==> config.mk <==
export PLATFORM = sky130hd
export DESIGN_NAME = msx_bus_master
export DESIGN_NICKNAME = d
export VERILOG_FILES = /design/src/rtl/msx_bus_master.sv
export SDC_FILE = /design/constraint.sdc
export NUM_CORES = 1
export LEC_CHECK = 0
export CAP_MARGIN = 20
export CORE_MARGIN = 3
export CORE_UTILIZATION = 35
export CTS_CLUSTER_SIZE = 10
export DETAILED_ROUTE_END_ITERATION = 12
export PLACE_DENSITY = 0.67
export REMOVE_ABC_BUFFERS = 1
export SYNTH_ARGS = -nofsm -noshare
export SYNTH_HDL_FRONTEND = slang
export SYNTH_SLANG_ARGS = --single-unit
export TNS_END_PERCENT = 20
==> constraint.sdc <==
create_clock -name SLOTCLK -period 2 [get_ports SLOTCLK]
set_input_delay 0.4 -clock SLOTCLK [delete_from_list [all_inputs] [get_ports SLOTCLK]]
set_output_delay 0.4 -clock SLOTCLK [all_outputs]
set_load 0.1 [all_outputs]
==> src/rtl/msx_bus_master.sv <==
// Z80-timed MSX cartridge-slot bus initiator: sequences memory, opcode-fetch/refresh and I/O
// cycles with WAIT insertion, and returns one response per accepted request.
module msx_bus_master #(
    parameter int unsigned HALF     = 1,
    parameter int unsigned WAIT_MAX = 255
) (
    input  logic        SLOTCLK,
    input  logic        RESET,
    input  logic        req_valid,
    output logic        req_ready,
    input  logic [1:0]  req_type,
    input  logic        req_write,
    input  logic [15:0] req_addr,
    input  logic [7:0]  req_wdata,
    output logic        rsp_valid,
    output logic [7:0]  rsp_rdata,
    output logic        rsp_err,
    output logic [15:0] A,
    output logic [7:0]  D_OUT,
    output logic        D_OE,
    input  logic [7:0]  D_IN,
    input  logic        WAIT,
    output logic        RD,
    output logic        WR,
    output logic        MREQ,
    output logic        IORQ,
    output logic        M1,
    output logic        RFSH,
    output logic        SLTSL
);
    localparam int unsigned HCW = $clog2(2 * HALF);
    localparam int unsigned WCW = (WAIT_MAX > 0) ? $clog2(WAIT_MAX + 1) : 1;

    localparam logic [2:0] S_IDLE = 3'd0;
    localparam logic [2:0] S_T1   = 3'd1;
    localparam logic [2:0] S_T2   = 3'd2;
    localparam logic [2:0] S_TW   = 3'd3;
    localparam logic [2:0] S_T3   = 3'd4;
    localparam logic [2:0] S_T4   = 3'd5;

    localparam logic [1:0] TY_MRD   = 2'b00;
    localparam logic [1:0] TY_MWR   = 2'b01;
    localparam logic [1:0] TY_FETCH = 2'b10;
    localparam logic [1:0] TY_IO    = 2'b11;

    logic [2:0]     state_q, state_d;
    logic [HCW-1:0] hcnt_q, hcnt_d;
    logic [1:0]     type_q, type_d;
    logic           iow_q, iow_d;
    logic [WCW-1:0] wcnt_q, wcnt_d;
    logic           err_q, err_d;
    logic [7:0]     cap_q, cap_d;
    logic [6:0]     r_q, r_d;
    logic [15:0]    a_q, a_d;
    logic [7:0]     dout_q, dout_d;
    logic           doe_q, doe_d;
    logic           rd_q, rd_d, wr_q, wr_d, mreq_q, mreq_d, iorq_q, iorq_d;
    logic           m1_q, m1_d, rfsh_q, rfsh_d, sltsl_q, sltsl_d;
    logic           ready_q, ready_d, rv_q, rv_d, rerr_q, rerr_d;
    logic [7:0]     rdata_q, rdata_d;

    logic last, a_last, is_fetch, sample, to_t3, done;
    logic halfb, t1, t1b, mid, t3, t3a, t3b, t4, t4a;

    // State, datapath and registered bus outputs
    always_ff @(posedge SLOTCLK or negedge RESET) begin
        if (!RESET) begin
            state_q <= S_IDLE;
            hcnt_q  <= '0;
            type_q  <= 2'b00;
            iow_q   <= 1'b0;
            wcnt_q  <= '0;
            err_q   <= 1'b0;
            cap_q   <= 8'h00;
            r_q     <= 7'h00;
            a_q     <= 16'h0000;
            dout_q  <= 8'h00;
            doe_q   <= 1'b0;
            rd_q    <= 1'b1;
            wr_q    <= 1'b1;
            mreq_q  <= 1'b1;
            iorq_q  <= 1'b1;
            m1_q    <= 1'b1;
            rfsh_q  <= 1'b1;
            sltsl_q <= 1'b1;
            ready_q <= 1'b1;
            rv_q    <= 1'b0;
            rerr_q  <= 1'b0;
            rdata_q <= 8'h00;
        end else begin
            state_q <= state_d;
            hcnt_q  <= hcnt_d;
            type_q  <= type_d;
            iow_q   <= iow_d;
            wcnt_q  <= wcnt_d;
            err_q   <= err_d;
            cap_q   <= cap_d;
            r_q     <= r_d;
            a_q     <= a_d;
            dout_q  <= dout_d;
            doe_q   <= doe_d;
            rd_q    <= rd_d;
            wr_q    <= wr_d;
            mreq_q  <= mreq_d;
            iorq_q  <= iorq_d;
            m1_q    <= m1_d;
            rfsh_q  <= rfsh_d;
            sltsl_q <= sltsl_d;
            ready_q <= ready_d;
            rv_q    <= rv_d;
            rerr_q  <= rerr_d;
            rdata_q <= rdata_d;
        end
    end

    always_comb begin
        state_d = state_q;
        hcnt_d  = hcnt_q;
        type_d  = type_q;
        iow_d   = iow_q;
        wcnt_d  = wcnt_q;
        err_d   = err_q;
        cap_d   = cap_q;
        r_d     = r_q;
        a_d     = a_q;
        dout_d  = dout_q;
        rdata_d = rdata_q;
        rv_d    = 1'b0;
        rerr_d  = 1'b0;
        sample  = 1'b0;
        to_t3   = 1'b0;
        done    = 1'b0;

        last     = (hcnt_q == HCW'(2 * HALF - 1));
        a_last   = (hcnt_q == HCW'(HALF - 1));
        is_fetch = (type_q == TY_FETCH);

        if (state_q != S_IDLE) begin
            hcnt_d = last ? '0 : hcnt_q + HCW'(1);
        end

        case (state_q)
            S_IDLE: begin
                if (req_valid && ready_q) begin
                    state_d = S_T1;
                    hcnt_d  = '0;
                    type_d  = req_type;
                    iow_d   = req_write;
                    a_d     = req_addr;
                    dout_d  = req_wdata;
                    wcnt_d  = '0;
                    err_d   = 1'b0;
                end
            end
            S_T1: if (last) state_d = S_T2;
            S_T2: begin
                // I/O always gets one automatic wait state before WAIT is looked at
                if (last) begin
                    if (type_q == TY_IO) state_d = S_TW;
                    else                 sample  = 1'b1;
                end
            end
            S_TW: if (last) sample = 1'b1;
            S_T3: begin
                if (!is_fetch && a_last) cap_d = D_IN;
                if (last) begin
                    if (is_fetch) state_d = S_T4;
                    else          done    = 1'b1;
                end
            end
            S_T4: begin
                if (last) begin
                    r_d  = r_q + 7'd1;
                    done = 1'b1;
                end
            end
            default: state_d = S_IDLE;
        endcase

        // Stop stretching once WAIT_MAX waits were inserted; completion is then flagged as error
        if (sample) begin
            if (!WAIT && (wcnt_q != WCW'(WAIT_MAX))) begin
                state_d = S_TW;
                wcnt_d  = wcnt_q + WCW'(1);
            end else begin
                err_d = !WAIT;
                to_t3 = 1'b1;
            end
        end

        if (to_t3) begin
            state_d = S_T3;
            if (is_fetch) begin
                cap_d = D_IN;
                a_d   = {8'h00, 1'b0, r_q};
            end
        end

        if (done) begin
            state_d = S_IDLE;
            rv_d    = 1'b1;
            rerr_d  = err_q;
            rdata_d = ((type_q == TY_MWR) || ((type_q == TY_IO) && iow_q)) ? 8'h00 : cap_q;
        end

        // Strobes are decoded from the next state so the registered pins line up with it
        halfb = (hcnt_d >= HCW'(HALF));
        t1    = (state_d == S_T1);
        t1b   = t1 && halfb;
        mid   = (state_d == S_T2) || (state_d == S_TW);
        t3    = (state_d == S_T3);
        t3a   = t3 && !halfb;
        t3b   = t3 && halfb;
        t4    = (state_d == S_T4);
        t4a   = t4 && !halfb;

        rd_d    = 1'b1;
        wr_d    = 1'b1;
        mreq_d  = 1'b1;
        iorq_d  = 1'b1;
        m1_d    = 1'b1;
        rfsh_d  = 1'b1;
        sltsl_d = 1'b1;
        doe_d   = 1'b0;

        case (type_d)
            TY_MRD: begin
                mreq_d  = !(t1b || mid || t3a);
                rd_d    = !(t1b || mid || t3a);
                sltsl_d = !(t1b || mid || t3a);
            end
            TY_MWR: begin
                mreq_d  = !(t1b || mid || t3a);
                sltsl_d = !(t1b || mid || t3a);
                wr_d    = !(mid || t3a);
                doe_d   = t1b || mid || t3;
            end
            TY_FETCH: begin
                m1_d    = !(t1 || mid);
                rd_d    = !(t1b || mid);
                sltsl_d = !(t1b || mid);
                mreq_d  = !(t1b || mid || t3b || t4a);
                rfsh_d  = !(t3 || t4);
            end
            default: begin
                iorq_d = !(mid || t3a);
                if (iow_d) begin
                    wr_d  = !(mid || t3a);
                    doe_d = t1b || mid || t3;
                end else begin
                    rd_d = !(mid || t3a);
                end
            end
        endcase

        ready_d = (state_d == S_IDLE);
    end

    assign req_ready = ready_q;
    assign rsp_valid = rv_q;
    assign rsp_rdata = rdata_q;
    assign rsp_err   = rerr_q;
    assign A         = a_q;
    assign D_OUT     = dout_q;
    assign D_OE      = doe_q;
    assign RD        = rd_q;
    assign WR        = wr_q;
    assign MREQ      = mreq_q;
    assign IORQ      = iorq_q;
    assign M1        = m1_q;
    assign RFSH      = rfsh_q;
    assign SLTSL     = sltsl_q;

endmodule
==> impl_results.md <==
- Status: completed
- Worst-margin pin slew: between 0.6 and 0.7 ns
- Clock root buffer: clkbuf_8
- Area leader, netlist: dfrtp_1
- Die Width: 102 µm
- Crit-path max FO: 4
- Area delta synth->final: 38.6%
- Fillers: between 800 and 900
- GR Layer Usage met3: roughly 4.2%
- Grt peak-use layer: met2
- Crit-path slowest cell: dfrtp_1
- Cell Rows: 34
- CTS tree: done
- Layout cell share with drive strength beyond 1: approximately a quarter
- Number of port buffers: around 80
- DIE HEIGHT: roughly 100 µm
- Main flop type after synthesis: dfrtp_1
- GPL Wtd Cong: slightly below 0.8
- Non-filler cells, final: about 530
- Fin. Hold Viols: 0
- Mapped Cells: between 300 and 400
- #FFs+latches synth: 74
- Reg2Reg Setup Slack: ~0.16 ns
- CTS sink count: 74
- Post-Syn Area: 3250 µm²
- Async set-reset flop share out of synthesis: between 90% and 100%
- Final ANT Viol Nets: 0
- Final WL: around 7.5 mm
- Fin crit period: about 1.8 ns
- Clock Skews: 0.00613 ns
- Max Cap Viol: 0
- Nets@finish: 454
- Critical-path cell list: ha_1, and3_1, a21oi_1, o22ai_1, or3b_1
- Final HPWL DP: between 5 and 6 mm
- Crit end category: flop
- First-pass DRT Iterations: 4
- H-tree Lvls: 3
- Clock tree buffer depth: 2
- Routed vias/inst: roughly 5
- Number of enable flip-flop cells after synthesis: 0
- Number of remaining DRC errors: 0
- Placed cell count: slightly above 500
- Crit path launch type: flop
- Initial DRC count: about 110
- Worst EP required: between 2 and 2.5 ns
- Max Slew Vio Count: 0
- RSZ-0062 raised after global routing: no
- Largest net degree at the start of global routing: 56
- GR Layer Usage met2: 23.6%
- All-Layer GR Usage: ~15%
- First-pass GRT wire length: roughly 13 mm
- Critical Path AT: between 2 and 2.5 ns
- Fin crit share: between 90 and 100%
- Critical Path Max Stage Delay: roughly 0.41 ns
- Synth Area per Inst: 10.4 µm²
- TritonCTS buffer count: 9
- Setup violators final: 0
- Met1 Track Usage GR: a little over a fifth
- Max_slew headroom: 57.8%
- Total I/O pin count: 82
- Pre-CTS setup slack: -0.200 ns
- Sequential fraction of the synthesis area: 57.3%
- Synth top area share: between 50% and 60%
- Ys Warns: 0
- Ranking of synthesized cells by area: dfrtp_1, nand2_1, dfstp_2
- DR WL/cell: ~14 µm
- Core Box Area: around 9000 µm²
- Final worst slack: roughly 0.16 ns
- CP Class: flop to flop
- Post-synth cell types: 51
- Worst Hold Class: input port to async pin
- Post-CTS Setup Bufs: 0
- Antenna violations before repair: 0
- Vias: ~2,700
- Clk slew on worst S/H paths: around 0.080 ns
- Number of global-route vias before repair: around 2,600
- Number of diodes: 0
- Clock latency on the worst-skew pair: roughly 0.34 ns
- Initial Util: a little over a third
- Die ar.: 10,500 µm²
- Delay-heaviest family, CP: simple AND/OR/NAND/NOR gates
- Worst path bufs/invs: 0
- Max Freq: around 0.54 GHz
- Total grt overflow: 0
-- layer usage --
| metal | vias up | share of wire, % |
|---|---|---|
| met5 | - | 0 |
| met4 | 0 | 0.84 |
| met3 | 6 | 6.7 |
| met2 | 85 | 44 |
| met1 | 1289 | 49 |
| li1 | 1281 | - |
-- state kept, by name, indices dropped and copies added, names as in the netlist, 2 cells and up --
| name | flops |
|---|---|
| A | 16 |
| D_OUT | 8 |
| cap_q | 8 |
| r_q | 7 |
| rsp_rdata | 8 |
| state_q | 3 |
| type_q | 2 |
| wcnt_q | 8 |
-- final cells by class --
type                            count  area, µm²  share of cell area, %
Timing Repair Buffer              103        993                   22.1
Tap cell                          108        135                   3.00
Multi-Input combinational cell    223       1330                   29.5
Sequential cell                    74       1860                   41.3
Clock buffer                       10        138                   3.06
Inverter                            2       7.51                  0.167
Clock inverter                      6       41.3                  0.917
-- stage by stage --
| stage | hold slack [ns] | setup TNS (ns) | util, % | cell area, µm² |
|---|---|---|---|---|
| after floorplan | 0.104 | -0.612 | - | 3180 |
| after global placement | 0.292 | -1.10 | 48.4 | 4300 |
| after detailed placement | 0.297 | -1.94 | 48.4 | 4300 |
| after CTS | 0.464 | 0 | 50.6 | 4500 |
| after global routing | 0.483 | 0 | 50.7 | 4500 |
| final | 0.471 | 0 | 50.7 | 4500 |
-- cells in the final DEF, fill, tap and decap left out, types with 2 or more instances in the layout --
cell             instances
nor2b_1                  3
xor2_1                   2
mux2i_1                 11
dfstp_2                  8
nor3_1                   2
clkinvlp_4               3
dfrtp_1                 66
buf_12                  10
ha_1                     2
nor2_1                  11
nand2_1                 76
o311ai_0                 2
o41ai_1                  2
nand2b_1                 4
o211ai_1                 3
a211oi_1                 2
a21oi_1                 16
o21ai_0                 23
clkbuf_8                10
inv_1                    2
buf_4                   55
mux2_2                  10
clkdlybuf4s50_1         37
xnor2_1                  4
clkinv_2                 2
nand3_1                 16
nand4_1                  2
nand3b_1                 3
or2_2                    2
and2_1                   2
o21a_1                   2
-- cell families after synthesis --
family / count (synthesis) / synth area share, %
xor+xnor: 6 / 1.62
mux: 22 / 7.31
fa+ha+maj: 2 / 0.770
simple gates: 134 / 19.9
compound gates: 59 / 10.8
buf+inv: 17 / 2.27
flops: 74 / 57.3
-- worst register-to-register path, stage by stage (launching register included) --
cell	delay (ns)
dfrtp_1	0.41
ha_1	0.22
and3_1	0.21
a21oi_1	0.33
o22ai_1	0.18
or3b_1	0.41
-- final timing paths --
path | start | cells past startpoint | endpoint
setup reg to reg | wcnt_q[0] | 5 | M1
setup / recovery | wcnt_q[0] | 5 | M1
hold reg to reg | r_q[6] | 1 | r_q[6]
min in group SLOTCLK | r_q[6] | 1 | r_q[6]
max in group asynchronous | RESET | 3 | M1
hold / removal | RESET | 2 | A[6]
-- synthesized netlist by cell type, types with 3 or more instances --
cell type,n
a21oi_1,16
xnor2_1,4
nand3b_1,3
nand2_1,76
clkbuf_1,8
o211ai_1,3
buf_2,5
dfrtp_1,66
mux2_2,10
o21ai_0,23
nor2_1,11
mux2i_1,11
nand3_1,16
dfstp_2,8
nor2b_1,3
nand2b_1,4
-- timing repair --
item | 4_1_cts | 5_1_grt
gates resized for setup | 1 | 1
hold endpoints to repair | 19 | 0
endpoints found under the setup margin | 7 | 1
hold buffers | 1 | 0
Power is left out: the tool's default activity adds up to more than one toggle a clock period on the data nets, which glitch-free logic cannot reach.
